$ cat config.mk
export PLATFORM = sky130hd
export DESIGN_NAME = decode_ctrl_pipe_flat
export DESIGN_NICKNAME = d
export VERILOG_FILES = /design/src/rtl/decode_ctrl_pipe_if.sv /design/src/rtl/decode_ctrl_pipe.sv /design/src/flat_wrapper.sv
export SDC_FILE = /design/constraint.sdc
export NUM_CORES = 1
export LEC_CHECK = 0
export CAP_MARGIN = 10
export CORE_ASPECT_RATIO = 1.2
export CORE_UTILIZATION = 48
export CTS_BUF_LIST = sky130_fd_sc_hd__clkbuf_2
export CTS_CLUSTER_SIZE = 16
export DETAILED_ROUTE_END_ITERATION = 6
export PLACE_DENSITY = 0.84
export REMOVE_ABC_BUFFERS = 1
export SYNTH_ARGS = -nofsm -noshare
export SYNTH_HDL_FRONTEND = slang
export SYNTH_SLANG_ARGS = --single-unit
export TNS_END_PERCENT = 5
$ cat constraint.sdc
create_clock -name clk_i -period 2.3 [get_ports clk_i]
set_input_delay 0.46 -clock clk_i [delete_from_list [all_inputs] [get_ports clk_i]]
set_output_delay 0.46 -clock clk_i [all_outputs]
set_load 0.005 [all_outputs]
$ cat src/rtl/decode_ctrl_pipe_if.sv
// decode_ctrl_pipe_if: ID-stage instruction, flush and stall handshake plus the
// per-stage control outputs that the decode pipeline drives into the datapath.
interface decode_ctrl_pipe_if #(
  parameter int INSTR_W = 32,
  parameter int REG_W   = 5
);
  // ID-stage side
  logic [INSTR_W-1:0] instr_i;
  logic               instr_valid_i;
  logic               flush_i;
  logic               stall_o;

  // EX-stage controls
  logic               ex_valid_o;
  logic [2:0]         ex_aluop_o;
  logic               ex_alusrc_o;
  logic               ex_branch_o;
  logic [1:0]         ex_branchtype_o;
  logic               ex_jump_o;
  logic [REG_W-1:0]   ex_dest_o;
  logic               ex_illegal_o;

  // MEM-stage controls
  logic               mem_memread_o;
  logic               mem_memwrite_o;

  // WB-stage controls
  logic               wb_regwrite_o;
  logic               wb_memtoreg_o;
  logic               wb_link_o;
  logic [REG_W-1:0]   wb_dest_o;

  // Upstream (fetch / IF-ID register) and datapath view.
  modport master (
    output instr_i, instr_valid_i, flush_i,
    input  stall_o,
    input  ex_valid_o, ex_aluop_o, ex_alusrc_o, ex_branch_o, ex_branchtype_o,
    input  ex_jump_o, ex_dest_o, ex_illegal_o,
    input  mem_memread_o, mem_memwrite_o,
    input  wb_regwrite_o, wb_memtoreg_o, wb_link_o, wb_dest_o
  );

  // Decode pipeline view.
  modport slave (
    input  instr_i, instr_valid_i, flush_i,
    output stall_o,
    output ex_valid_o, ex_aluop_o, ex_alusrc_o, ex_branch_o, ex_branchtype_o,
    output ex_jump_o, ex_dest_o, ex_illegal_o,
    output mem_memread_o, mem_memwrite_o,
    output wb_regwrite_o, wb_memtoreg_o, wb_link_o, wb_dest_o
  );
endinterface

$ cat src/rtl/decode_ctrl_pipe.sv
// decode_ctrl_pipe: decodes the ID-stage opcode into the full control set and
// carries the control groups through registered EX, MEM and WB stages. A
// load-use hazard against the instruction in EX raises a one-cycle stall;
// a flush or a stall inserts a bubble into EX. Back stages never stall.
module decode_ctrl_pipe #(
  parameter int INSTR_W   = 32,
  parameter int OP_W      = 6,
  parameter int REG_W     = 5,
  parameter int LINK_REG  = 31,
  parameter bit HAZARD_EN = 1'b1
) (
  input  logic clk_i,
  input  logic rst_i,
  decode_ctrl_pipe_if.slave bus
);

  // Instruction field positions: opcode at the top, then rs, rt, rd.
  localparam int RS_LSB = INSTR_W - OP_W - REG_W;
  localparam int RT_LSB = RS_LSB - REG_W;
  localparam int RD_LSB = RT_LSB - REG_W;

  // Opcodes (MIPS standard, plus the custom bge/bgt encodings).
  localparam logic [OP_W-1:0] OP_RTYPE = OP_W'(6'b000000);
  localparam logic [OP_W-1:0] OP_BGE   = OP_W'(6'b000001);
  localparam logic [OP_W-1:0] OP_J     = OP_W'(6'b000010);
  localparam logic [OP_W-1:0] OP_JAL   = OP_W'(6'b000011);
  localparam logic [OP_W-1:0] OP_BEQ   = OP_W'(6'b000100);
  localparam logic [OP_W-1:0] OP_BNE   = OP_W'(6'b000101);
  localparam logic [OP_W-1:0] OP_BGT   = OP_W'(6'b000111);
  localparam logic [OP_W-1:0] OP_ADDI  = OP_W'(6'b001000);
  localparam logic [OP_W-1:0] OP_SLTI  = OP_W'(6'b001010);
  localparam logic [OP_W-1:0] OP_LW    = OP_W'(6'b100011);
  localparam logic [OP_W-1:0] OP_SW    = OP_W'(6'b101011);

  // ALUOp encoding shared with the existing ALU control block.
  localparam logic [2:0] ALU_RTYPE  = 3'b000;
  localparam logic [2:0] ALU_MEM    = 3'b001;
  localparam logic [2:0] ALU_BRANCH = 3'b010;
  localparam logic [2:0] ALU_ADDI   = 3'b011;
  localparam logic [2:0] ALU_SLTI   = 3'b100;
  localparam logic [2:0] ALU_JUMP   = 3'b101;

  // Branch-type encoding seen by the branch comparator.
  localparam logic [1:0] BT_BEQ = 2'b00;
  localparam logic [1:0] BT_BGT = 2'b01;
  localparam logic [1:0] BT_BGE = 2'b10;
  localparam logic [1:0] BT_BNE = 2'b11;

  // Full control set as held in EX; later stages keep only what they use.
  typedef struct packed {
    logic             valid;
    logic [2:0]       aluOp;
    logic             aluSrc;
    logic             branch;
    logic [1:0]       branchType;
    logic             jump;
    logic [REG_W-1:0] dest;
    logic             illegal;
    logic             memRead;
    logic             memWrite;
    logic             regWrite;
    logic             memToReg;
    logic             link;
  } exCtrl_t;

  typedef struct packed {
    logic             memRead;
    logic             memWrite;
    logic             regWrite;
    logic             memToReg;
    logic             link;
    logic [REG_W-1:0] dest;
  } memCtrl_t;

  typedef struct packed {
    logic             regWrite;
    logic             memToReg;
    logic             link;
    logic [REG_W-1:0] dest;
  } wbCtrl_t;

  logic [OP_W-1:0]  opcode;
  logic [REG_W-1:0] rs;
  logic [REG_W-1:0] rt;
  logic [REG_W-1:0] rd;
  logic             usesRt;
  logic             hazard;

  exCtrl_t  decoded;
  exCtrl_t  qualified;
  exCtrl_t  exNext;
  exCtrl_t  exReg;
  memCtrl_t memReg;
  wbCtrl_t  wbReg;

  assign opcode = bus.instr_i[INSTR_W-1 -: OP_W];
  assign rs     = bus.instr_i[RS_LSB +: REG_W];
  assign rt     = bus.instr_i[RT_LSB +: REG_W];
  assign rd     = bus.instr_i[RD_LSB +: REG_W];

  // Immediate / shamt / funct bits are not needed for main control.
  logic unusedLowBits;
  assign unusedLowBits = ^bus.instr_i[RD_LSB-1:0];

  // Opcode decode; unknown opcodes give all-zero controls with illegal set.
  always_comb begin
    decoded       = '0;
    decoded.valid = 1'b1;
    decoded.dest  = rt;
    usesRt        = 1'b0;
    case (opcode)
      OP_RTYPE: begin
        decoded.aluOp    = ALU_RTYPE;
        decoded.regWrite = 1'b1;
        decoded.dest     = rd;
        usesRt           = 1'b1;
      end
      OP_LW: begin
        decoded.aluOp    = ALU_MEM;
        decoded.aluSrc   = 1'b1;
        decoded.memRead  = 1'b1;
        decoded.memToReg = 1'b1;
        decoded.regWrite = 1'b1;
      end
      OP_SW: begin
        decoded.aluOp    = ALU_MEM;
        decoded.aluSrc   = 1'b1;
        decoded.memWrite = 1'b1;
        usesRt           = 1'b1;
      end
      OP_BEQ: begin
        decoded.aluOp      = ALU_BRANCH;
        decoded.branch     = 1'b1;
        decoded.branchType = BT_BEQ;
        usesRt             = 1'b1;
      end
      OP_BGT: begin
        decoded.aluOp      = ALU_BRANCH;
        decoded.branch     = 1'b1;
        decoded.branchType = BT_BGT;
        usesRt             = 1'b1;
      end
      OP_BGE: begin
        decoded.aluOp      = ALU_BRANCH;
        decoded.branch     = 1'b1;
        decoded.branchType = BT_BGE;
        usesRt             = 1'b1;
      end
      OP_BNE: begin
        decoded.aluOp      = ALU_BRANCH;
        decoded.branch     = 1'b1;
        decoded.branchType = BT_BNE;
        usesRt             = 1'b1;
      end
      OP_ADDI: begin
        decoded.aluOp    = ALU_ADDI;
        decoded.aluSrc   = 1'b1;
        decoded.regWrite = 1'b1;
      end
      OP_SLTI: begin
        decoded.aluOp    = ALU_SLTI;
        decoded.aluSrc   = 1'b1;
        decoded.regWrite = 1'b1;
      end
      OP_J: begin
        decoded.aluOp = ALU_JUMP;
        decoded.jump  = 1'b1;
      end
      OP_JAL: begin
        decoded.aluOp    = ALU_JUMP;
        decoded.jump     = 1'b1;
        decoded.regWrite = 1'b1;
        decoded.link     = 1'b1;
        decoded.dest     = REG_W'(LINK_REG);
      end
      default: begin
        // Keep valid so the datapath can trap on the illegal instruction.
        decoded.dest    = '0;
        decoded.illegal = 1'b1;
      end
    endcase
  end

  // An empty IF/ID slot decodes to a pure bubble, illegal flag included.
  assign qualified = bus.instr_valid_i ? decoded : '0;

  // Load-use hazard: the load in EX writes a register the ID instruction reads.
  // A flushed ID instruction is dead, so it never stalls.
  generate
    if (HAZARD_EN) begin : genHazard
      always_comb begin
        hazard = bus.instr_valid_i & ~bus.flush_i & exReg.valid & exReg.memRead &
                 (exReg.dest != '0) &
                 ((exReg.dest == rs) | (usesRt & (exReg.dest == rt)));
      end
    end else begin : genNoHazard
      logic unusedHazardInputs;
      assign unusedHazardInputs = ^{rs, usesRt};
      assign hazard = 1'b0;
    end
  endgenerate

  assign bus.stall_o = hazard;

  // EX input: flush beats stall, both insert a bubble.
  always_comb begin
    exNext = qualified;
    if (bus.flush_i || hazard) begin
      exNext = '0;
    end
  end

  // EX stage register.
  always_ff @(posedge clk_i or posedge rst_i) begin
    if (rst_i) begin
      exReg <= '0;
    end else begin
      exReg <= exNext;
    end
  end

  // MEM stage register: advances every cycle; illegal is dropped here.
  always_ff @(posedge clk_i or posedge rst_i) begin
    if (rst_i) begin
      memReg <= '0;
    end else begin
      memReg.memRead  <= exReg.memRead;
      memReg.memWrite <= exReg.memWrite;
      memReg.regWrite <= exReg.regWrite;
      memReg.memToReg <= exReg.memToReg;
      memReg.link     <= exReg.link;
      memReg.dest     <= exReg.dest;
    end
  end

  // WB stage register: advances every cycle.
  always_ff @(posedge clk_i or posedge rst_i) begin
    if (rst_i) begin
      wbReg <= '0;
    end else begin
      wbReg.regWrite <= memReg.regWrite;
      wbReg.memToReg <= memReg.memToReg;
      wbReg.link     <= memReg.link;
      wbReg.dest     <= memReg.dest;
    end
  end

  assign bus.ex_valid_o      = exReg.valid;
  assign bus.ex_aluop_o      = exReg.aluOp;
  assign bus.ex_alusrc_o     = exReg.aluSrc;
  assign bus.ex_branch_o     = exReg.branch;
  assign bus.ex_branchtype_o = exReg.branchType;
  assign bus.ex_jump_o       = exReg.jump;
  assign bus.ex_dest_o       = exReg.dest;
  assign bus.ex_illegal_o    = exReg.illegal;

  assign bus.mem_memread_o   = memReg.memRead;
  assign bus.mem_memwrite_o  = memReg.memWrite;

  assign bus.wb_regwrite_o   = wbReg.regWrite;
  assign bus.wb_memtoreg_o   = wbReg.memToReg;
  assign bus.wb_link_o       = wbReg.link;
  assign bus.wb_dest_o       = wbReg.dest;

endmodule

$ cat src/flat_wrapper.sv
// flat-port wrapper written by rule: the top's interface ports become plain ports
module decode_ctrl_pipe_flat 
#(
  parameter int INSTR_W   = 32,
  parameter int OP_W      = 6,
  parameter int REG_W     = 5,
  parameter int LINK_REG  = 31,
  parameter bit HAZARD_EN = 1'b1
)
  (clk_i, rst_i, bus_instr_i, bus_instr_valid_i, bus_flush_i, bus_stall_o, bus_ex_valid_o, bus_ex_aluop_o, bus_ex_alusrc_o, bus_ex_branch_o, bus_ex_branchtype_o, bus_ex_jump_o, bus_ex_dest_o, bus_ex_illegal_o, bus_mem_memread_o, bus_mem_memwrite_o, bus_wb_regwrite_o, bus_wb_memtoreg_o, bus_wb_link_o, bus_wb_dest_o);
  decode_ctrl_pipe_if #(.INSTR_W(INSTR_W), .REG_W(REG_W)) bus_i ();
  input  logic clk_i;
  input  logic rst_i;
  input wire logic [$bits(bus_i.instr_i)-1:0] bus_instr_i;
  input wire logic [$bits(bus_i.instr_valid_i)-1:0] bus_instr_valid_i;
  input wire logic [$bits(bus_i.flush_i)-1:0] bus_flush_i;
  output wire logic [$bits(bus_i.stall_o)-1:0] bus_stall_o;
  output wire logic [$bits(bus_i.ex_valid_o)-1:0] bus_ex_valid_o;
  output wire logic [$bits(bus_i.ex_aluop_o)-1:0] bus_ex_aluop_o;
  output wire logic [$bits(bus_i.ex_alusrc_o)-1:0] bus_ex_alusrc_o;
  output wire logic [$bits(bus_i.ex_branch_o)-1:0] bus_ex_branch_o;
  output wire logic [$bits(bus_i.ex_branchtype_o)-1:0] bus_ex_branchtype_o;
  output wire logic [$bits(bus_i.ex_jump_o)-1:0] bus_ex_jump_o;
  output wire logic [$bits(bus_i.ex_dest_o)-1:0] bus_ex_dest_o;
  output wire logic [$bits(bus_i.ex_illegal_o)-1:0] bus_ex_illegal_o;
  output wire logic [$bits(bus_i.mem_memread_o)-1:0] bus_mem_memread_o;
  output wire logic [$bits(bus_i.mem_memwrite_o)-1:0] bus_mem_memwrite_o;
  output wire logic [$bits(bus_i.wb_regwrite_o)-1:0] bus_wb_regwrite_o;
  output wire logic [$bits(bus_i.wb_memtoreg_o)-1:0] bus_wb_memtoreg_o;
  output wire logic [$bits(bus_i.wb_link_o)-1:0] bus_wb_link_o;
  output wire logic [$bits(bus_i.wb_dest_o)-1:0] bus_wb_dest_o;
  assign bus_i.instr_i = bus_instr_i;
  assign bus_i.instr_valid_i = bus_instr_valid_i;
  assign bus_i.flush_i = bus_flush_i;
  assign bus_stall_o = bus_i.stall_o;
  assign bus_ex_valid_o = bus_i.ex_valid_o;
  assign bus_ex_aluop_o = bus_i.ex_aluop_o;
  assign bus_ex_alusrc_o = bus_i.ex_alusrc_o;
  assign bus_ex_branch_o = bus_i.ex_branch_o;
  assign bus_ex_branchtype_o = bus_i.ex_branchtype_o;
  assign bus_ex_jump_o = bus_i.ex_jump_o;
  assign bus_ex_dest_o = bus_i.ex_dest_o;
  assign bus_ex_illegal_o = bus_i.ex_illegal_o;
  assign bus_mem_memread_o = bus_i.mem_memread_o;
  assign bus_mem_memwrite_o = bus_i.mem_memwrite_o;
  assign bus_wb_regwrite_o = bus_i.wb_regwrite_o;
  assign bus_wb_memtoreg_o = bus_i.wb_memtoreg_o;
  assign bus_wb_link_o = bus_i.wb_link_o;
  assign bus_wb_dest_o = bus_i.wb_dest_o;
  decode_ctrl_pipe #(.INSTR_W(INSTR_W), .OP_W(OP_W), .REG_W(REG_W), .LINK_REG(LINK_REG), .HAZARD_EN(HAZARD_EN)) u_core (.clk_i(clk_i), .rst_i(rst_i), .bus(bus_i));
endmodule
==> results by group <==
Worst setup path
  • Data required time of the critical path: approximately 1.8 ns
  • Crit path max fanout: 4
  • Family with the most delay on the worst path: simple AND/OR/NAND/NOR gates
  • Number of buffer and inverter instances along the worst setup path: 1
  • Critical path data arrival time: about 1.9 ns
  • Peak per-stage delay on the critical path: a little under 0.5 ns
  • Sort of element at the end of the critical path: primary output
  • Kind of launch point of the worst setup path: flop
  • Critical Path Slowest Stage Cell: sky130_fd_sc_hd__dfrtp_2
  • Cell chain of the critical path: xor2_2 > nor4_2 > o2111ai_2 > nand2_2 > buf_6
  • Kind of critical path: flop to primary output

Drt
  • Initial DRC count: between 80 and 90
  • Top Metal Used: met4
  • Met3 wire length: between 200 and 300 um
  • Final routed DRC violation total: 0
  • Detailed-routing iteration count for the pre-antenna-repair pass: 4
  • M1 wire length: 1598 um
  • Routed wirelength normalized by instance count: 16.37 um
  • Drt total wl: between 4000 and 5000 um
  • Met2 Routed Length: around 2100 um
  • Vias after detailed routing: roughly 1.4k
  • Vias per std cell: approximately 5.5
  • Count of antenna-violating nets left after detailed routing: 0

Finish
  • Reg area: roughly 900 um2
  • Most common cell after layout, fill and taps aside: sky130_fd_sc_hd__clkdlybuf4s50_1
  • Footprint of the multi-input gates: a little under 600 um2
  • Area Growth Syn to Fin: 49.64%
  • Cell area after layout: ~2400 um2
  • Highest-count cells in the layout ignoring fill and taps: sky130_fd_sc_hd__clkdlybuf4s50_1, sky130_fd_sc_hd__dfrtp_1, sky130_fd_sc_hd__buf_4
  • Number of fillers in the final layout: approximately 180
  • Final standard cell utilization of the core: 0.7603
  • Number of nets in the layout: 250
  • Antenna Diode Count: 0
  • Fraction of layout cells with a size suffix above 1: 0.2791

Yosys
  • Count of warnings emitted by yosys: 0
  • Synth top area cells: sky130_fd_sc_hd__dfrtp_1, sky130_fd_sc_hd__buf_4, sky130_fd_sc_hd__xor2_1
  • Flip-flop cell with the highest count after synthesis: sky130_fd_sc_hd__dfrtp_1
  • Largest area contributor in the netlist: sky130_fd_sc_hd__dfrtp_1
  • Seq cells post-synth: 36
  • Post-synthesis sequential area ratio: 0.5701
  • Distinct cell type count of the synthesized netlist: 34
  • Synthesized cell area: around 1600 um2
  • Synthesized area per cell: approximately 11 um2
  • Fraction of synthesis flops using an asynchronous set or reset pin: 1.000
  • Number of instances in the synthesized netlist: 141
  • Number of synthesized flops with an enable pin: 0
  • Synth top area share: 0.5701

Clock network
  • Maximum buffer depth of the clock tree: 2
  • Clock insertion delay at the later pin of the skew report: about 0.41 ns
  • CTS sink count: 36
  • CTS Hold Buffers Added: 0
  • CTS H-tree lvls: 2
  • CTS Root Buffer Type: sky130_fd_sc_hd__clkbuf_2
  • CTS tree: built
  • Number of buffers inserted during clock tree synthesis: 5
  • Clock transition at path regs: ~0.18 ns

Pwr
  • Static power due to leakage: approximately 1.1 nW
  • Cell Pwr Density: between 500 and 600 nW/um2
  • Total power consumption of the routed design: 1.237 mW
  • Worst IR Drop VDD: just over 500 uV

Status
  • Violations in the final reports: setup timing
  • Status: finished, violations left

Hold path
  • Path category of the worst min-delay check: flop to flop

Floorplan
  • Area of the core: just over 3000 um2
  • Top-level port count: 62
  • Number of rows in the core area: 22
  • Vertical die dimension: ~65 um
  • Die extent in x: 54.38 um
  • Area enclosed by the die boundary: 3527 um2
  • Effective utilization at floorplan: 0.5080

Timing
  • Final period demand of the worst path: between 2 and 2.5 ns
  • Worst-margin pin slew: approximately 0.44 ns
  • Worst slew margin relative to its limit: 0.7050
  • Worst Clk Skew: approximately 0.017 ns
  • Top achievable clock speed: between 0.4 and 0.5 GHz
  • Period utilization: 1.012
  • Total setup violations reported at the end of the flow: 1
  • Slew Limit Fails: 0
  • Final worst setup slack: -0.02696 ns
  • Unrepaired setup endpoints after global routing: true
  • Endpoints failing hold: 0

Placement
  • Final RePlAce weighted congestion: 0.8183
  • Buffers added on ports: 50
  • Placed instance area: between 2000 and 2500 um2
  • Place WS: -0.4913 ns
  • Post-DP HPWL: about 2800 um

GRT
  • Number of global-route vias before repair: 1279
  • Global route total overflow: 0
  • Total routing usage reported by global routing: 0.2499
  • Initial antenna violation count: 0
  • Pin count of the biggest net entering global routing: 37
  • Global-route wire length before repair: about 6000 um

Run
  • Number of maximum-capacitance constraint violations: 0
-- cell families after synthesis --
| group | Yosys count | synth area share |
|---|---|---|
| muxes | 1 | 0.006334 |
| AOI/OAI and AO/OA | 21 | 0.1029 |
| and+or+nand+nor | 50 | 0.1750 |
| buffers and inverters | 23 | 0.09025 |
| DFF | 36 | 0.5701 |
| xor gates and xnor gates | 10 | 0.05543 |
-- routing by layer --
metal  vias to the layer above  global-route usage
met3                        11             0.07042
li1                        614                   -
met2                        73              0.3902
met1                       687              0.3063
met5                         -                   0
met4                         0              0.1250
-- report_power, final --
part / total, mW / internal (mW) / switching, mW / leakage [nW]
sequential: 0.647 / 0.642 / 0.00457 / 0.496
combinational: 0.187 / 0.0994 / 0.0877 / 0.562
clock: 0.403 / 0.181 / 0.222 / 0.0390
total: 1.24 / 0.923 / 0.314 / 1.10
-- cells in the mapped netlist (3+ instances only) --
library cell	instances
sky130_fd_sc_hd__xor2_1	8
sky130_fd_sc_hd__dfrtp_1	36
sky130_fd_sc_hd__nor3_2	3
sky130_fd_sc_hd__nor3_1	3
sky130_fd_sc_hd__buf_2	3
sky130_fd_sc_hd__a31oi_1	5
sky130_fd_sc_hd__nor4_1	5
sky130_fd_sc_hd__buf_4	10
sky130_fd_sc_hd__a21oi_1	7
sky130_fd_sc_hd__inv_1	6
sky130_fd_sc_hd__nor2_1	13
sky130_fd_sc_hd__nand2_1	14
-- area by class of cell --
| cell class | instances | share of cell area |
|---|---|---|
| Sequential cell | 36 | 0.3820 |
| Clock inverter | 3 | 0.01799 |
| Inverter | 7 | 0.01111 |
| Multi-Input combinational cell | 82 | 0.2444 |
| Clock buffer | 5 | 0.01058 |
| Tap cell | 36 | 0.01905 |
| Timing Repair Buffer | 82 | 0.3148 |
-- worst register-to-register path: cells and delay by family, from the launching register on --
family | cells | cell delay (ns)
compound gates | 1 | 0.21
buf+inv | 3 | 0.49
flops | 1 | 0.49
simple gates | 3 | 0.57
xor+xnor | 1 | 0.17
-- sequential cells by signal, summed over array words and instances, names as in the netlist, 2 cells and up --
signal,count
u_core.bus.ex_aluop_o,3
u_core.bus.wb_dest_o,5
u_core.memReg,7
u_core.bus.ex_dest_o,5
u_core.exReg,4
u_core.bus.ex_branchtype_o,2
-- repair_timing --
action,in CTS,in global routing
setup buffers,1,2
pin swaps,3,4
gates resized for setup,8,7
endpoints found under the setup margin,1,1
-- path summary, 6_finish.rpt --
kind                                         start                       to  slack [ns]  cells after the start
max in group asynchronous                    rst_i  u_core.bus.ex_dest_o[2]        1.53                      3
min                               u_core.memReg[5]     u_core.bus.wb_link_o        0.37                      0
min in group asynchronous                    rst_i          u_core.exReg[2]        0.42                      3
max                        u_core.bus.ex_dest_o[2]              bus_stall_o       -0.03                      5
max reg2reg                u_core.bus.ex_dest_o[2]  u_core.bus.ex_dest_o[1]        0.28                      8
min reg2reg                       u_core.memReg[5]     u_core.bus.wb_link_o        0.37                      0
-- through the flow --
| step | hold WS, ns | TNS (ns) | instances |
|---|---|---|---|
| 6_report | 0.3730 | -0.02696 | 251 |
| 5_1_grt | 0.3806 | -0.07142 | 251 |
| 4_1_cts | 0.3750 | 0 | 249 |
| 3_5_place_dp | 0.3356 | -0.4913 | 240 |
| 3_3_place_gp | 0.3312 | -0.4771 | 240 |
| 2_1_floorplan | 0.3312 | 0 | 125 |
(Power assumes the default switching activity.)
